--- config.mk ---
export PLATFORM = sky130hd
export DESIGN_NAME = poly_add_ctrl
export DESIGN_NICKNAME = d
export VERILOG_FILES = /design/src/rtl/ntt_pkg.sv /design/src/rtl/mod_add.sv /design/src/rtl/poly_add_ctrl.sv
export SDC_FILE = /design/constraint.sdc
export NUM_CORES = 1
export LEC_CHECK = 0
export CAP_MARGIN = 20
export CORE_ASPECT_RATIO = 0.75
export CORE_MARGIN = 8
export CORE_UTILIZATION = 54
export CTS_BUF_LIST = sky130_fd_sc_hd__clkbuf_2 sky130_fd_sc_hd__clkbuf_4 sky130_fd_sc_hd__clkbuf_8
export DETAILED_ROUTE_END_ITERATION = 8
export PLACE_DENSITY = 0.88
export SYNTH_ARGS = -nofsm -noshare
export SYNTH_HDL_FRONTEND = slang
export SYNTH_SLANG_ARGS = --single-unit
--- constraint.sdc ---
create_clock -name clk -period 6.36 [get_ports clk]
set_input_delay 0.954 -clock clk [delete_from_list [all_inputs] [get_ports clk]]
set_output_delay 0.954 -clock clk [all_outputs]
set_load 0.02 [all_outputs]
--- src/rtl/ntt_pkg.sv ---
// Shared constants and types for the polynomial arithmetic blocks.
// Default coefficient width, modulus and maximum length live here.
package ntt_pkg;

  localparam int WIDTH_DEF = 32;
  localparam int Q_DEF     = 3329;
  localparam int N_DEF     = 256;

  typedef enum logic [1:0] {
    IDLE,
    RUN,
    DRAIN,
    DONE
  } poly_add_state_e;

endpackage

--- src/rtl/mod_add.sv ---
// Combinational modular adder: sum = (a + b) mod Q for operands below Q.
// A single conditional subtraction; larger operands are not corrected.
module mod_add
  import ntt_pkg::*;
#(
  parameter int WIDTH = WIDTH_DEF,
  parameter int Q     = Q_DEF
) (
  input  logic [WIDTH-1:0] a,
  input  logic [WIDTH-1:0] b,
  output logic [WIDTH-1:0] sum
);

  localparam logic [WIDTH:0] QX = (WIDTH+1)'(Q);

  function automatic logic [WIDTH-1:0] reduce(input logic [WIDTH:0] s);
    logic [WIDTH:0] d;
    d = s - QX;
    if (s >= QX) return d[WIDTH-1:0];
    return s[WIDTH-1:0];
  endfunction

  assign sum = reduce({1'b0, a} + {1'b0, b});

endmodule

--- src/rtl/poly_add_ctrl.sv ---
// Streams A and B through one mod_add and writes C[i] = (A[i]+B[i]) mod Q.
// Reads issue one per cycle; results land two cycles later, no stalls.
module poly_add_ctrl
  import ntt_pkg::*;
#(
  parameter int WIDTH  = WIDTH_DEF,
  parameter int Q      = Q_DEF,
  parameter int N      = N_DEF,
  parameter int ADDR_W = $clog2(N)
) (
  input  logic              clk,
  input  logic              rst,
  input  logic              start,
  input  logic [ADDR_W:0]   len,
  output logic              busy,
  output logic              done,
  output logic              rd_en,
  output logic [ADDR_W-1:0] rd_addr,
  input  logic [WIDTH-1:0]  a_rdata,
  input  logic [WIDTH-1:0]  b_rdata,
  output logic              wr_en,
  output logic [ADDR_W-1:0] wr_addr,
  output logic [WIDTH-1:0]  wr_data
);

  localparam int CNT_W = ADDR_W + 1;
  localparam logic [CNT_W-1:0] N_CNT = CNT_W'(N);
  localparam logic [CNT_W-1:0] ONE   = CNT_W'(1);

  poly_add_state_e state, state_nxt;

  logic [CNT_W-1:0]  len_q;
  logic [CNT_W-1:0]  rd_cnt;
  logic [CNT_W-1:0]  wr_cnt;
  logic [ADDR_W-1:0] idx_p1;
  logic              v_p1;
  logic [WIDTH-1:0]  sum_p1;
  logic              last_rd;
  logic              last_wr;

  // Zero and oversized lengths both mean a full-length polynomial.
  function automatic logic [CNT_W-1:0] sat_len(input logic [CNT_W-1:0] l);
    if (l == '0 || l > N_CNT) return N_CNT;
    return l;
  endfunction

  assign last_rd = (rd_cnt == len_q - ONE);
  assign last_wr = wr_en && (wr_cnt == len_q - ONE);

  always_comb begin
    state_nxt = state;
    case (state)
      IDLE:    if (start) state_nxt = RUN;
      RUN:     if (last_rd) state_nxt = DRAIN;
      DRAIN:   if (last_wr) state_nxt = DONE;
      DONE:    state_nxt = IDLE;
      default: state_nxt = IDLE;
    endcase
  end

  assign rd_en   = (state == RUN);
  assign rd_addr = rd_cnt[ADDR_W-1:0];
  assign busy    = (state == RUN) || (state == DRAIN);
  assign done    = (state == DONE);

  always_ff @(posedge clk) begin
    if (rst) begin
      state  <= IDLE;
      len_q  <= '0;
      rd_cnt <= '0;
      wr_cnt <= '0;
      v_p1   <= 1'b0;
      wr_en  <= 1'b0;
    end else begin
      state <= state_nxt;
      v_p1  <= rd_en;
      wr_en <= v_p1;
      if (state == IDLE && start) begin
        len_q  <= sat_len(len);
        rd_cnt <= '0;
        wr_cnt <= '0;
      end else begin
        if (rd_en) rd_cnt <= rd_cnt + ONE;
        if (wr_en) wr_cnt <= wr_cnt + ONE;
      end
    end
  end

  // P0 -> P1: read index follows the RAM access.
  always_ff @(posedge clk) begin
    idx_p1 <= rd_addr;
  end

  // P1: RAM data valid, sum formed combinationally.
  mod_add #(
    .WIDTH(WIDTH),
    .Q    (Q)
  ) u_mod_add (
    .a  (a_rdata),
    .b  (b_rdata),
    .sum(sum_p1)
  );

  // P1 -> P2: registered write presented to memory C.
  always_ff @(posedge clk) begin
    if (rst) begin
      wr_addr <= '0;
      wr_data <= '0;
    end else if (v_p1) begin
      wr_addr <= idx_p1;
      wr_data <= sum_p1;
    end
  end

endmodule
# After elaboration in Yosys (flattened, before gate mapping)
# Cells that the tools add are included.
[word_totals]
in_bits = 76
wordCells = 44
reg_bits = 79
out_inout_bits = 52
[op_classes]
n_reduce_logical = 8
add_sub_neg = 5
n_mux = 12
n_lt_le_gt_ge = 2
n_eq_ne = 8
[op_table]
columns = ["cell", "n"]
rows = [
  ["2-to-1 mux 32 bit", 2],
  ["adder 32 x 32 -> 33 bit", 1],
  [">= comparator 33 x 12 -> 1 bit, second input constant", 1],
  ["subtractor 32 x 12 -> 32 bit, second input constant", 1],
  ["adder 9 x 1 -> 9 bit, second input constant", 2],
  ["== test 9 bit", 2],
  ["2-to-1 mux 9 bit", 2],
  ["greater-than comparator 9 bit, second input constant", 1],
  ["logical NOT 9 bit", 1],
  ["subtractor 9 x 1 -> 9 bit, second input constant", 1],
  ["case mux 2 bit (4 select lines)", 1],
  ["2-to-1 mux 2 bit", 3],
  ["== test 2 bit, second input constant", 2],
  ["2-to-1 mux 1 bit", 4],
  ["!= test 2 bit, second input constant", 2],
  ["AND reduction 3 bit", 1],
  ["== test 2 x 1 -> 1 bit, second input constant", 1],
  ["logical AND 1 bit", 2],
  ["logical NOT 2 bit", 1],
  ["logical OR 1 bit", 2],
  ["!= test 2 x 1 -> 1 bit, second input constant", 1],
  ["OR reduction 2 bit", 1],
]

# Logic depth before layout (Yosys ltp)
# Gate-level depths: netlist (run 1).
[logic_depth]
ltp_word = 6
mapped_depth = 15
mapped_depth_nobuf = 13

# By module
# A second synthesis (run 1) with hierarchy kept.
[unflattened]
cells_unflattened = 790
hier_area_um2 = 6501.2
[modules_own_cells]
columns = ["module", "n_inst", "cells_per_inst", "area_each_um2", "seq_area_each_um2"]
rows = [
  ["poly_add_ctrl", 1, 369, 3528.4, 1581.5],
  ["mod_add", 1, 421, 2972.9, 0.0],
]

# Least setup slack after synthesis (run 1)
# No wires, ideal clock.
[synth_path]
kind = "input to register"
startpoint = "input port a_rdata[0]"
endpoint = "register wr_data[2]"
path_slack_ns = 1.632
n_path_buf = 1
setup_ns = 0.122
t_arrival_ns = 4.606
cell_stages = 13
required_time_ns = 6.238
cell_sequence = "ha_1 > fa_1 > xor2_2 > a2111oi_1 > o22ai_1 > a2111oi_1 > nand3_1 > a21oi_1 > o311ai_2 > a2111oi_4 > nand2_2 > buf_2 > a311o_1"
[synth_between]
elab_chain_len = 4
word_cells_on_any_way = 6
classes_between = "2 x add/sub; 1 x order compare; 3 x mux"
[synth_rtl]
columns = ["item", "line_no", "source"]
rows = [
  ["start, declared", "poly_add_ctrl.sv:19", "input logic [WIDTH-1:0] a_rdata,"],
  ["adder 32 x 32 -> 33 bit (*)", "mod_add.sv:23", "assign sum = reduce({1'b0, a} + {1'b0, b});"],
  ["subtractor 32 x 12 -> 32 bit or >= comparator 33 x 12 -> 1 bit (tied branches)", "mod_add.sv:18, mod_add.sv:19", ""],
  ["2-to-1 mux 32 bit or 2-to-1 mux 1 bit (tied branches)", "mod_add.sv:19", "if (s >= QX) return d[WIDTH-1:0];"],
  ["2-to-1 mux 32 bit (*)", "mod_add.sv:20", "return s[WIDTH-1:0];"],
  ["end signal, assigned", "poly_add_ctrl.sv:111", "wr_data <= sum_p1;"],
  ["end, declared", "poly_add_ctrl.sv:23", "output logic [WIDTH-1:0] wr_data"],
]
# Mark *: on every way between the ends. The rest lies on a longest branch, timed or not. The select of a mux whose other input is x is not followed.
# A chain may end at the register's enable or synchronous reset.

# Final worst setup path (run 1)
[layout_path]
startpoint = "input port a_rdata[0]"
endpoint = "register wr_data[30]"
# The elaborated chain is that of the path after synthesis.

==> results of run 1 <==
[synth_stat cells (all sizes together) (4+ instances only)]
library cell | n | area, um2
a22o | 4 | 35.0
nand4 | 27 | 169
o311ai | 6 | 60.1
or3 | 11 | 68.8
inv | 17 | 63.8
a2111oi | 11 | 149
a311oi | 9 | 85.1
a211o | 6 | 52.6
and3 | 5 | 31.3
o211ai | 4 | 30.0
clkbuf | 23 | 86.3
a21oi | 53 | 273
a211oi | 36 | 300
and2 | 10 | 65.1
o21ai | 34 | 170
nand3 | 15 | 75.1
mux2i | 11 | 110
nor2 | 101 | 379
and4 | 4 | 35.0
a31oi | 4 | 25.0
o21a | 10 | 75.1
a21boi | 5 | 37.5
buf | 22 | 140
nor4 | 5 | 31.3
xor2 | 32 | 288
o2111ai | 4 | 35.0
dfxtp | 79 | 1580
nor3 | 17 | 85.1
nor3b | 5 | 37.5
xnor2 | 40 | 350
or2 | 9 | 56.3
o31ai | 7 | 52.6
a21o | 15 | 113
nand2 | 69 | 262
ha | 43 | 538
[kinds of logic after synthesis]
| kind of cell | share of synthesized area [%] |
|---|---|
| buffers and inverters | 4.60 |
| muxes | 1.93 |
| xor gates and xnor gates | 10.1 |
| adders and majority gates | 8.85 |
| AOI/OAI and AO/OA | 26.5 |
| DFF | 25.1 |
| and+or+nand+nor | 22.9 |
[per-stage QoR]
stage,cells,instance area [um2]
4_1_cts,1040,7760
3_3_place_gp,1024,7580
5_1_grt,1040,7760
3_5_place_dp,1024,7580
6_report,1040,7760
2_1_floorplan,791,6300
[layout make-up]
class                           instances  area, um2
Tap cell                              144        180
Timing Repair Buffer                  134       1320
Clock buffer                            9        124
Sequential cell                        79       1580
Multi-Input combinational cell        650       4430
Fill cell                             936       3720
Clock inverter                          7       62.6
Inverter                               17       63.8
[placed cells by master, fill, tap and decap left out, types with 5 or more instances in the layout]
cell and count:
sky130_fd_sc_hd__clkdlybuf4s50_1 126, sky130_fd_sc_hd__nor2_1 101, sky130_fd_sc_hd__dfxtp_1 78, sky130_fd_sc_hd__nand2_1 68, sky130_fd_sc_hd__a21oi_1 51, sky130_fd_sc_hd__ha_1 43, sky130_fd_sc_hd__xnor2_1 40, sky130_fd_sc_hd__o21ai_0 31
sky130_fd_sc_hd__xor2_1 31, sky130_fd_sc_hd__a211oi_1 30, sky130_fd_sc_hd__nand4_1 27, sky130_fd_sc_hd__inv_1 17, sky130_fd_sc_hd__nor3_1 17, sky130_fd_sc_hd__a21o_1 15, sky130_fd_sc_hd__nand3_1 15, sky130_fd_sc_hd__or3_1 11
sky130_fd_sc_hd__mux2i_1 11, sky130_fd_sc_hd__o21a_1 10, sky130_fd_sc_hd__clkbuf_8 9, sky130_fd_sc_hd__and2_1 8, sky130_fd_sc_hd__a311oi_1 8, sky130_fd_sc_hd__or2_2 7, sky130_fd_sc_hd__o31ai_1 7, sky130_fd_sc_hd__buf_4 7
sky130_fd_sc_hd__a211o_1 6, sky130_fd_sc_hd__a211oi_2 6, sky130_fd_sc_hd__nor4_1 5, sky130_fd_sc_hd__and3_1 5, sky130_fd_sc_hd__a2111oi_2 5, sky130_fd_sc_hd__nor3b_1 5
[power breakdown]
part	leakage, nW	switching (mW)	internal, mW	total, mW
registers	0.642	0.0573	0.561	0.619
clock network	0.0927	0.205	0.150	0.355
logic	2.13	0.547	0.401	0.948
[registers in the layout, summed over array words and instances (netlist names), 2 cells and up]
register	count
idx_p1	8
len_q	9
rd_cnt	9
state	2
wr_addr	8
wr_cnt	9
wr_data	32
[metal layers]
layer  routed length (um)  track usage, %
met5                    0               0
met4                  227            6.19
met3                 1460            5.29
met2                 7690            35.4
met1                 8580            32.8
[worst max path at each step]
stage | endpoint | slack (ps) | start
finish | wr_data[30] | 880 | a_rdata[0]
global route | wr_data[30] | 570 | a_rdata[0]
CTS | wr_data[30] | 1000 | a_rdata[0]
detailed placement | wr_data[30] | 640 | a_rdata[0]
global placement | wr_data[30] | 770 | a_rdata[0]
floorplan | wr_data[2] | 1630 | a_rdata[0]
==> results.md, run 1 <==
| Metric | Reported | Unit |
|---|---|---|
| Number of distinct library cells after synthesis | 76 | - |
| Peak per-stage delay on the critical path | 630 | ps |
| Router iterations before antenna repair | 5 | - |
| Number of enable flip-flop cells after synthesis | 0 | - |
| Cell depth of the worst setup path | 15 | - |
| DR vias | 6369 | - |
| Overall die area | 0.0154 | mm2 |
| Post-detailed-route DRC marker count | 0 | - |
| Number of global-route vias before repair | 5949 | - |
| Min-Delay Startpoint | rd_cnt[5] | - |
| Number of setup buffers added after CTS | 0 | - |
| Cell with the most instances on the worst path | sky130_fd_sc_hd__a2111oi_1 | - |
| Setup crit end kind | flip-flop | - |
| Fin worst setup slack | 882 | ps |
| Mapped cell area | 0.00630 | mm2 |
| WHS | 440 | ps |
| Hold_buf cts | 0 | - |
| Synth async-reset ratio | 0 | % |
| Die boundary width | 141 | um |
| Area grow syn2layout | 23.2 | % |
| Max_cap viols | 0 | - |
| RSZ-0062 raised after global routing | no | - |
| Final Max Tran Viols | 0 | - |
| CTS buffer count | 9 | - |
| Tot GR Track Use | 23.3 | % |
| Fraction of the yosys area taken by sequential cells | 25.1 | % |
| Placer Congestion | 0.958 | - |
| Fraction of final layout cells with drive strength greater than 1 | 6.25 | % |
| Pre-CTS setup slack | 644 | ps |
| Share of the cycle needed by the critical path after routing | 86.1 | % |
| Post-DR wirelength/cell | 17.3 | um |
| Worst slew margin | 46.0 | % |
| Antenna diode count | 0 | - |
| Wire length of the first global-routing pass | 29.8 | mm |
| Design Power | 1.92 | mW |
| Capture instance of the worst register-to-register path | state[1] | - |
| Reg-to-reg startpoint | len_q[0] | - |
| Worst-path cell chain | clkdlybuf4s50_1 -> ha_1 -> fa_1 -> xor2_2 -> a2111oi_1 -> o22ai_1 -> a2111oi_1 -> nand3_1 -> a21oi_1 -> o311ai_2 -> a2111oi_4 -> buf_4 -> a21oi_2 -> a31o_1 -> a311oi_1 | - |
| CP Max Fanout | 12 | - |
| Worst ir drop on vdd | 0.135 | mV |
| Clock tree from TritonCTS | built | - |
| Data required time of the critical path | 6630 | ps |
| Accumulated negative setup slack | 0 | ps |
| Synthesized flop and latch total | 79 | - |
| Post-synthesis net count | 911 | - |
| Final Critical Period | 5480 | ps |
| Number of warnings reported in the yosys synthesis log | 0 | - |
| FF-to-FF path depth | 12 | - |
| Total leakage power | 2.86 | nW |
| Power density of the placed cells | 247 | mW/mm2 |
| Post-detailed-placement half-perimeter wirelength | 14.0 | mm |
| Average footprint of a synthesized cell | 7.97 | um2 |
| End-of-flow core utilization | 67.6 | % |
| ANT nets after route | 0 | - |
| Post-layout net count | 1011 | - |
| H-Tree Depth | 3 | - |
| Crit Path Category | in2reg | - |
| Sum of routed wire length over all layers | 18.0 | mm |
| Depth of the worst hold-timing path | 0 | - |
| Clock Root Buffer | sky130_fd_sc_hd__clkbuf_8 | - |
| Final Skew | 10.0 | ps |
| Number of antenna violations at the first check in global routing | 0 | - |
| Maximum achievable frequency | 183 | MHz |
| Arrival time of data at the critical path endpoint | 5750 | ps |
| Setup slack on the worst flop-to-flop path | 3500 | ps |
| Final-report hold violation count | 0 | - |
| Slowest CP cell | sky130_fd_sc_hd__a2111oi_4 | - |
| Dominant register cell in the synthesized netlist | sky130_fd_sc_hd__dfxtp_1 | - |
| Number of clock sinks | 79 | - |
| Number of cells produced by synthesis | 791 | - |
| IO buf count | 127 | - |
| Post-cts gate resize count | 0 | - |
| Worst Max-Slew Pin Slew | 790 | ps |
| Number of endpoints failing setup at the final stage | 0 | - |
| Die height | 110 | um |
| Run status | finished, final reports clean | - |
| Pin count of the biggest net entering global routing | 66 | - |
| Number of standard-cell rows in the floorplan | 34 | - |
| Initial core utilization | 54.9 | % |
| Number of buffers and inverters on the critical path | 2 | - |
| Kind of start point of the critical path | input port | - |
| Number of buffers between clock root and the deepest sink | 2 | - |
| Avg Vias per Cell | 6.12 | - |
| Core Footprint | 0.0115 | mm2 |
| Min-delay worst type | reg2reg | - |
| Number of top-level pins | 128 | - |
| Clock transition at the registers of the reported paths | 90 | ps |
| Worst skew pair latency | 370 | ps |
| Initial DRC count | 640 | - |
| Terminating pin of the worst hold path | idx_p1[5] | - |
| Leftover overflow at the end of global routing | 0 | - |
| CP delay by family, top | compound AO/OA/AOI/OAI gates | - |
Power figures use the tool's default switching activity.
==> run 2: changes to the inputs <==
ABC_AREA = 1   (was not set)
CORE_UTILIZATION = 56   (was 54)
GPL_ROUTABILITY_DRIVEN = 0   (was not set)
PLACE_DENSITY = 0.89   (was 0.88)
==> run 2 against run 1 <==
Sequential power grew 3.7%. Largest power group unchanged. Clock skew grew 3.2 ps. Cell count grew 49%. First-iteration DRC count grew 64%. Register-to-register slack gained 340 ps. Clock-buffer cell count is the same. Power grew 6.8%. Die area grew 9.3%. Global-route usage grew 1.7 points. Worst hold slack lost 32 ps.
==> results.md, run 2 <==
| Metric | Reported | Unit |
|---|---|---|
| Clock transition at the registers of the reported paths | 90 | ps |
| Clock tree from TritonCTS | built | - |
| Number of cells produced by synthesis | 1261 | - |
| Die boundary width | 147 | um |
| Commonest cells after routing, fill and taps aside | 394 x sky130_fd_sc_hd__nand2_1, 185 x sky130_fd_sc_hd__inv_1, 170 x sky130_fd_sc_hd__nor2_1, 127 x sky130_fd_sc_hd__clkdlybuf4s50_1, 81 x sky130_fd_sc_hd__nand3_1 | - |
| Kind of start point of the critical path | input port | - |
| Post-cts gate resize count | 0 | - |
| Depth of the worst hold-timing path | 0 | - |
| Wire length of the first global-routing pass | 35.2 | mm |
| Core Footprint | 0.0128 | mm2 |
| Number of clock sinks | 79 | - |
| Portion of synthesized cell area occupied by the leading cell type | 21.8 | % |
| Final Critical Period | 4140 | ps |
| Fraction of the yosys area taken by sequential cells | 21.8 | % |
| Synthesized flop and latch total | 79 | - |
| H-Tree Depth | 3 | - |
| ANT nets after route | 0 | - |
| Power density of the placed cells | 233 | mW/mm2 |
| Arrival time of data at the critical path endpoint | 4450 | ps |
| Number of standard-cell rows in the floorplan | 36 | - |
| RSZ-0062 raised after global routing | no | - |
| Worst ir drop on vdd | 0.193 | mV |
| Dominant register cell in the synthesized netlist | sky130_fd_sc_hd__dfxtp_1 | - |
| Run status | finished, final reports clean | - |
| Number of flip-flops in the largest register | 32 | - |
| Pre-CTS setup slack | 1940 | ps |
| Post-detailed-route DRC marker count | 0 | - |
| # fillers | 1149 | - |
| Sum of routed wire length over all layers | 21.5 | mm |
| Setup crit end kind | flip-flop | - |
| Reg-to-reg startpoint | v_p1 | - |
| Crit Path Category | in2reg | - |
| Antenna diode count | 0 | - |
| Number of setup buffers added after CTS | 0 | - |
| DR vias | 8408 | - |
| Number of enable flip-flop cells after synthesis | 0 | - |
| Int Pwr | 1.18 | mW |
| Mapped cell area | 0.00724 | mm2 |
| IO buf count | 127 | - |
| Hold_buf cts | 0 | - |
| Area grow syn2layout | 21.8 | % |
| Capture instance of the worst register-to-register path | wr_data[14] | - |
| FF-to-FF path depth | 3 | - |
| Most used standard cell by instance count after synthesis | sky130_fd_sc_hd__nand2_1 | - |
| Leading cell type in the layout, fill and taps excluded | sky130_fd_sc_hd__nand2_1 | - |
| Number of global-route vias before repair | 7531 | - |
| Die height | 114 | um |
| Number of antenna violations at the first check in global routing | 0 | - |
| Maximum achievable frequency | 242 | MHz |
| Data required time of the critical path | 6670 | ps |
| Number of buffers between clock root and the deepest sink | 2 | - |
| Post-layout net count | 1493 | - |
| Number of distinct library cells after synthesis | 47 | - |
| Final Max Tran Viols | 0 | - |
| Router iterations before antenna repair | 6 | - |
| Initial DRC count | 1047 | - |
| Fraction of power consumed by the clock network | 20.5 | % |
| Average footprint of a synthesized cell | 5.74 | um2 |
| Fraction of final layout cells with drive strength greater than 1 | 4.28 | % |
| Worst skew pair latency | 360 | ps |
| Min-delay worst type | reg2reg | - |
| Terminating pin of the worst hold path | idx_p1[5] | - |
| Leftover overflow at the end of global routing | 0 | - |
| Design Power | 2.05 | mW |
| Pin count of the biggest net entering global routing | 64 | - |
| Clock Root Buffer | sky130_fd_sc_hd__clkbuf_8 | - |
| Synth async-reset ratio | 0 | % |
| Worst Max-Slew Pin Slew | 974 | ps |
| Part of the power in registers | 31.3 | % |
| Number of top-level pins | 128 | - |
| Avg Vias per Cell | 5.43 | - |
| Initial core utilization | 56.6 | % |
| Final-report hold violation count | 0 | - |
| Net Sw Power | 0.873 | mW |
| Number of endpoints failing setup at the final stage | 0 | - |
| Library cell occupying the most area in the post-synthesis netlist | sky130_fd_sc_hd__dfxtp_1 | - |
| Post-synthesis net count | 1381 | - |
| Post-DR wirelength/cell | 13.9 | um |
| Share of the cycle needed by the critical path after routing | 65.1 | % |
| Setup slack on the worst flop-to-flop path | 3840 | ps |
| Fin worst setup slack | 2220 | ps |
| CTS buffer count | 9 | - |
| Worst slew margin | 35.1 | % |
| Top reg by flops | wr_data | - |
| Overall die area | 0.0169 | mm2 |
| Area contributors post-synth | sky130_fd_sc_hd__dfxtp_1 22%, sky130_fd_sc_hd__nand2_1 20%, sky130_fd_sc_hd__inv_1 9.6% | - |
| Accumulated negative setup slack | 0 | ps |
| Post-synth top cells | 394 x sky130_fd_sc_hd__nand2_1, 185 x sky130_fd_sc_hd__inv_1, 170 x sky130_fd_sc_hd__nor2_1 | - |
| Share of power burned in combinational logic | 48.2 | % |
| CP Max Fanout | 34 | - |
| Final Skew | 13.2 | ps |
| Net Sw Frac | 42.5 | % |
| Number of warnings reported in the yosys synthesis log | 0 | - |
| Min-Delay Startpoint | rd_cnt[5] | - |
| Tot GR Track Use | 25.1 | % |
| Post-detailed-placement half-perimeter wirelength | 17.3 | mm |
| Max_cap viols | 0 | - |
| Total leakage power | 4.36 | nW |
-- run 2: cell count changes after synthesis, moves of 12 or more --
cell,before,now
sky130_fd_sc_hd__o21ai_0,31,49
sky130_fd_sc_hd__nand2_2,1,13
sky130_fd_sc_hd__nor2_1,101,170
sky130_fd_sc_hd__nand3_1,15,81
sky130_fd_sc_hd__inv_1,17,185
sky130_fd_sc_hd__a211oi_1,30,1
sky130_fd_sc_hd__xnor2_1,40,6
sky130_fd_sc_hd__nand2_1,68,394
sky130_fd_sc_hd__nand3b_1,0,17
sky130_fd_sc_hd__a21o_1,15,3
sky130_fd_sc_hd__a21oi_1,51,71
-- run 2: per-layer routing --
metal	part of all wire [%]	GRT usage, %
met1	46	34.9
met2	41	37.8
met3	12	6.28
met4	1.3	6.30
met5	0	0
-- run 2: critical path: stages --
cell	delay (ps)
sky130_fd_sc_hd__clkdlybuf4s50_1	400
sky130_fd_sc_hd__ha_1	250
sky130_fd_sc_hd__fa_1	440
sky130_fd_sc_hd__nand2_1	120
sky130_fd_sc_hd__nand2_1	80
sky130_fd_sc_hd__nand3_1	100
sky130_fd_sc_hd__nand2_2	100
sky130_fd_sc_hd__xor2_2	360
sky130_fd_sc_hd__inv_2	110
sky130_fd_sc_hd__nor2_2	130
sky130_fd_sc_hd__nand2_1	80
sky130_fd_sc_hd__nor2_1	190
sky130_fd_sc_hd__nand3_1	90
sky130_fd_sc_hd__nor2_1	120
sky130_fd_sc_hd__nand2_2	190
sky130_fd_sc_hd__nand2_4	350
sky130_fd_sc_hd__o21ai_0	170
sky130_fd_sc_hd__nand3_1	110
sky130_fd_sc_hd__nand2_1	60
sky130_fd_sc_hd__inv_1	50
-- run 2: power groups by stage --
stage               Clock, mW  Sequential [mW]  Combinational [mW]
floorplan                   0            0.682               0.608
global placement            0            0.650               0.947
detailed placement          0            0.651               0.968
CTS                     0.428            0.641               0.975
global route            0.450            0.654                1.09
finish                  0.421            0.642               0.990
-- run 2: through the flow --
stage          cell area (um2)  hold WS [ps]  utilization, %  instances
2_1_floorplan             7240           364               -       1261
3_3_place_gp              8580           381            67.1       1532
3_5_place_dp              8580           393            67.1       1532
4_1_cts                   8810           409            68.8       1548
5_1_grt                   8820           413            69.0       1549
6_report                  8820           408            69.0       1549
-- run 2: cell type report --
type                       count  area [um2]  share of cell area (%)
multi-input combinational    962        4790                    54.3
timing repair buffer         128        1290                    14.6
clock inverter                 7         104                    1.18
tap                          171         214                    2.43
inverter                     193         724                    8.21
sequential                    79        1580                    17.9
clock buffer                   9         124                    1.40
-- run 2: logic make-up after synthesis --
group | Yosys count | synth area share (%)
AND/OR/NAND/NOR | 742 | 43.8
AO/OA/AOI/OAI | 149 | 11.2
XOR/XNOR | 27 | 3.37
adder cells (fa/ha/maj) | 44 | 7.70
flip-flops | 79 | 21.8
buffers and inverters | 220 | 12.1
-- run 2: how the worst max path moves through the flow --
stage          startpoint          to  slack (ps)
2_1_floorplan  a_rdata[0]  wr_data[8]        2840
3_3_place_gp   a_rdata[0]  wr_data[0]        2080
3_5_place_dp   a_rdata[0]  wr_data[3]        1940
4_1_cts        a_rdata[0]  wr_data[4]        2320
5_1_grt        a_rdata[0]  wr_data[4]        1870
6_report       a_rdata[0]  wr_data[3]        2220
==> run 3: changes to the inputs <==
CORE_UTILIZATION = 50   (was 56)
PLACE_DENSITY = 0.84   (was 0.89)
clock period = 3.7 ns   (was 6.36 ns; I/O delays follow)
==> run 3 against run 2 <==
First-iteration DRC count decreased by 25%. Highest routed layer unchanged. Clock power up 38%. Clock-buffer cell count grew 1. Largest power group unchanged. Routed wire length is 1.7% higher. Setup slack got worse by 1900 ps. Non-clock buffer count grew 22.
==> results.md, run 3 (synthesis results as in run 2) <==
| Metric | Reported | Unit |
|---|---|---|
| Run status | finished, final reports clean | - |
| Worst slew margin | 52.9 | % |
| Maximum achievable frequency | 292 | MHz |
| Number of global-route vias before repair | 7541 | - |
| Wire length of the first global-routing pass | 35.7 | mm |
| Arrival time of data at the critical path endpoint | 3690 | ps |
| Number of buffers between clock root and the deepest sink | 2 | - |
| Number of antenna violations at the first check in global routing | 0 | - |
| Reg-to-reg startpoint | len_q[0] | - |
| Min-delay worst type | reg2reg | - |
| RSZ-0062 raised after global routing | no | - |
| Min-Delay Startpoint | rd_cnt[5] | - |
| Number of standard-cell rows in the floorplan | 38 | - |
| Final Skew | 9.98 | ps |
| WHS | 403 | ps |
| Fin worst setup slack | 275 | ps |
| Commonest cells after routing, fill and taps aside | 394 x sky130_fd_sc_hd__nand2_1, 185 x sky130_fd_sc_hd__inv_1, 169 x sky130_fd_sc_hd__nor2_1, 127 x sky130_fd_sc_hd__clkdlybuf4s50_1, 81 x sky130_fd_sc_hd__nand3_1 | - |
| Core Footprint | 0.0143 | mm2 |
| End-of-flow core utilization | 62.7 | % |
| Worst ir drop on vdd | 0.240 | mV |
| Antenna diode count | 0 | - |
| Top reg by flops | wr_data | - |
| Share of the cycle needed by the critical path after routing | 92.6 | % |
| Number of endpoints failing setup at the final stage | 0 | - |
| Max_cap viols | 0 | - |
| Avg Vias per Cell | 5.21 | - |
| Setup crit end kind | flip-flop | - |
| Number of instances in the placed design | 1583 | - |
| Worst Max-Slew Pin Slew | 703 | ps |
| Setup slack on the worst flop-to-flop path | 1350 | ps |
| Pin count of the biggest net entering global routing | 63 | - |
| Number of clock sinks | 79 | - |
| CTS buffer count | 9 | - |
| # fillers | 1362 | - |
| Number of setup buffers added after CTS | 0 | - |
| Crit Path Category | in2reg | - |
| Clock transition at the registers of the reported paths | 80 | ps |
| Depth of the worst hold-timing path | 0 | - |
| Leftover overflow at the end of global routing | 0 | - |
| Power density of the placed cells | 383 | mW/mm2 |
| Clock Root Buffer | sky130_fd_sc_hd__clkbuf_8 | - |
| Sum of routed wire length over all layers | 21.9 | mm |
| Initial core utilization | 50.6 | % |
| Clock tree from TritonCTS | built | - |
| Final Critical Period | 3430 | ps |
| DR vias | 8334 | - |
| CP Max Fanout | 34 | - |
| Post-detailed-placement half-perimeter wirelength | 17.8 | mm |
| Accumulated negative setup slack | 0 | ps |
| Tot GR Track Use | 23.1 | % |
| FF-to-FF path depth | 12 | - |
| Initial DRC count | 787 | - |
| H-Tree Depth | 3 | - |
| Total leakage power | 4.44 | nW |
| Number of top-level pins | 128 | - |
| Leading cell type in the layout, fill and taps excluded | sky130_fd_sc_hd__nand2_1 | - |
| ANT nets after route | 0 | - |
| Number of flip-flops in the largest register | 32 | - |
| Post-DR wirelength/cell | 13.7 | um |
| Worst skew pair latency | 360 | ps |
| Final-report hold violation count | 0 | - |
| Data required time of the critical path | 3970 | ps |
| Post-detailed-route DRC marker count | 0 | - |
| Fin cells | 1599 | - |
| Fraction of final layout cells with drive strength greater than 1 | 5.79 | % |
| Pre-CTS setup slack | -11.5 | ps |
| Overall die area | 0.0186 | mm2 |
| Capture instance of the worst register-to-register path | state[1] | - |
| Post-layout net count | 1515 | - |
| Terminating pin of the worst hold path | idx_p1[5] | - |
| Die height | 120 | um |
| IO buf count | 127 | - |
| Area grow syn2layout | 23.8 | % |
| Die boundary width | 155 | um |
| Final Max Tran Viols | 0 | - |
| Kind of start point of the critical path | input port | - |
| Router iterations before antenna repair | 5 | - |
[run 3: worst max-delay path by stage]
stage                from          to  slack [ps]  depth (start not counted)
4_1_cts        a_rdata[0]  wr_data[8]         380                         21
3_5_place_dp   a_rdata[0]  wr_data[8]         -10                         21
2_1_floorplan  a_rdata[0]  wr_data[8]         580                         21
6_report       b_rdata[8]  wr_data[8]         270                         21
5_1_grt        a_rdata[0]  wr_data[4]          30                         21
3_3_place_gp   a_rdata[0]  wr_data[0]          70                         21
[run 3: per-stage QoR]
stage	instance area, um2	power (mW)
after floorplan	7240	2.22
after global placement	8780	2.80
after detailed placement	8780	2.84
after CTS	8950	3.42
after global routing	8970	3.69
final	8970	3.43
[run 3: what timing repair did]
action | in CTS | in global routing
endpoints found under the setup margin | 0 | 1
resized for setup | 0 | 1
hold buffers | 0 | 0
[run 3: power breakdown]
part / internal, mW / total (mW) / switching (mW)
logic: 0.701 / 1.79 / 1.09
registers: 0.978 / 1.06 / 0.0851
clock network: 0.258 / 0.579 / 0.321
[run 3: layout make-up]
type / count / area [um2] / share of cell area [%]
Sequential cell: 79 / 1580 / 17.6
Timing Repair Buffer: 150 / 1450 / 16.2
Inverter: 193 / 724 / 8.08
Tap cell: 200 / 250 / 2.79
Multi-Input combinational cell: 962 / 4790 / 53.4
Clock buffer: 10 / 138 / 1.53
Clock inverter: 5 / 35.0 / 0.391
[run 3: per-layer routing]
layer | GRT usage (%) | vias up | routed length [um]
li1 | - | 4261 | -
met1 | 33.0 | 3648 | 10400
met2 | 34.6 | 390 | 8950
met3 | 4.78 | 35 | 2090
met4 | 5.92 | 0 | 425
met5 | 0 | - | 0
[run 3: critical path, stage by stage]
cell and delay [ps]:
sky130_fd_sc_hd__clkdlybuf4s50_1 410, sky130_fd_sc_hd__ha_1 410, sky130_fd_sc_hd__nand2_2 110, sky130_fd_sc_hd__nor2_2 220
sky130_fd_sc_hd__nand2_1 130, sky130_fd_sc_hd__inv_1 70, sky130_fd_sc_hd__nand2_1 80, sky130_fd_sc_hd__nand2_1 130
sky130_fd_sc_hd__nand2_1 110, sky130_fd_sc_hd__nand2_1 120, sky130_fd_sc_hd__nand2_1 110, sky130_fd_sc_hd__nor2_2 130
sky130_fd_sc_hd__nand2_1 110, sky130_fd_sc_hd__nor2_4 150, sky130_fd_sc_hd__nand3_4 120, sky130_fd_sc_hd__nor2_8 120
sky130_fd_sc_hd__nand2_4 220, sky130_fd_sc_hd__o21ai_1 150, sky130_fd_sc_hd__nand3_1 90, sky130_fd_sc_hd__nand2_1 90
sky130_fd_sc_hd__inv_1 40
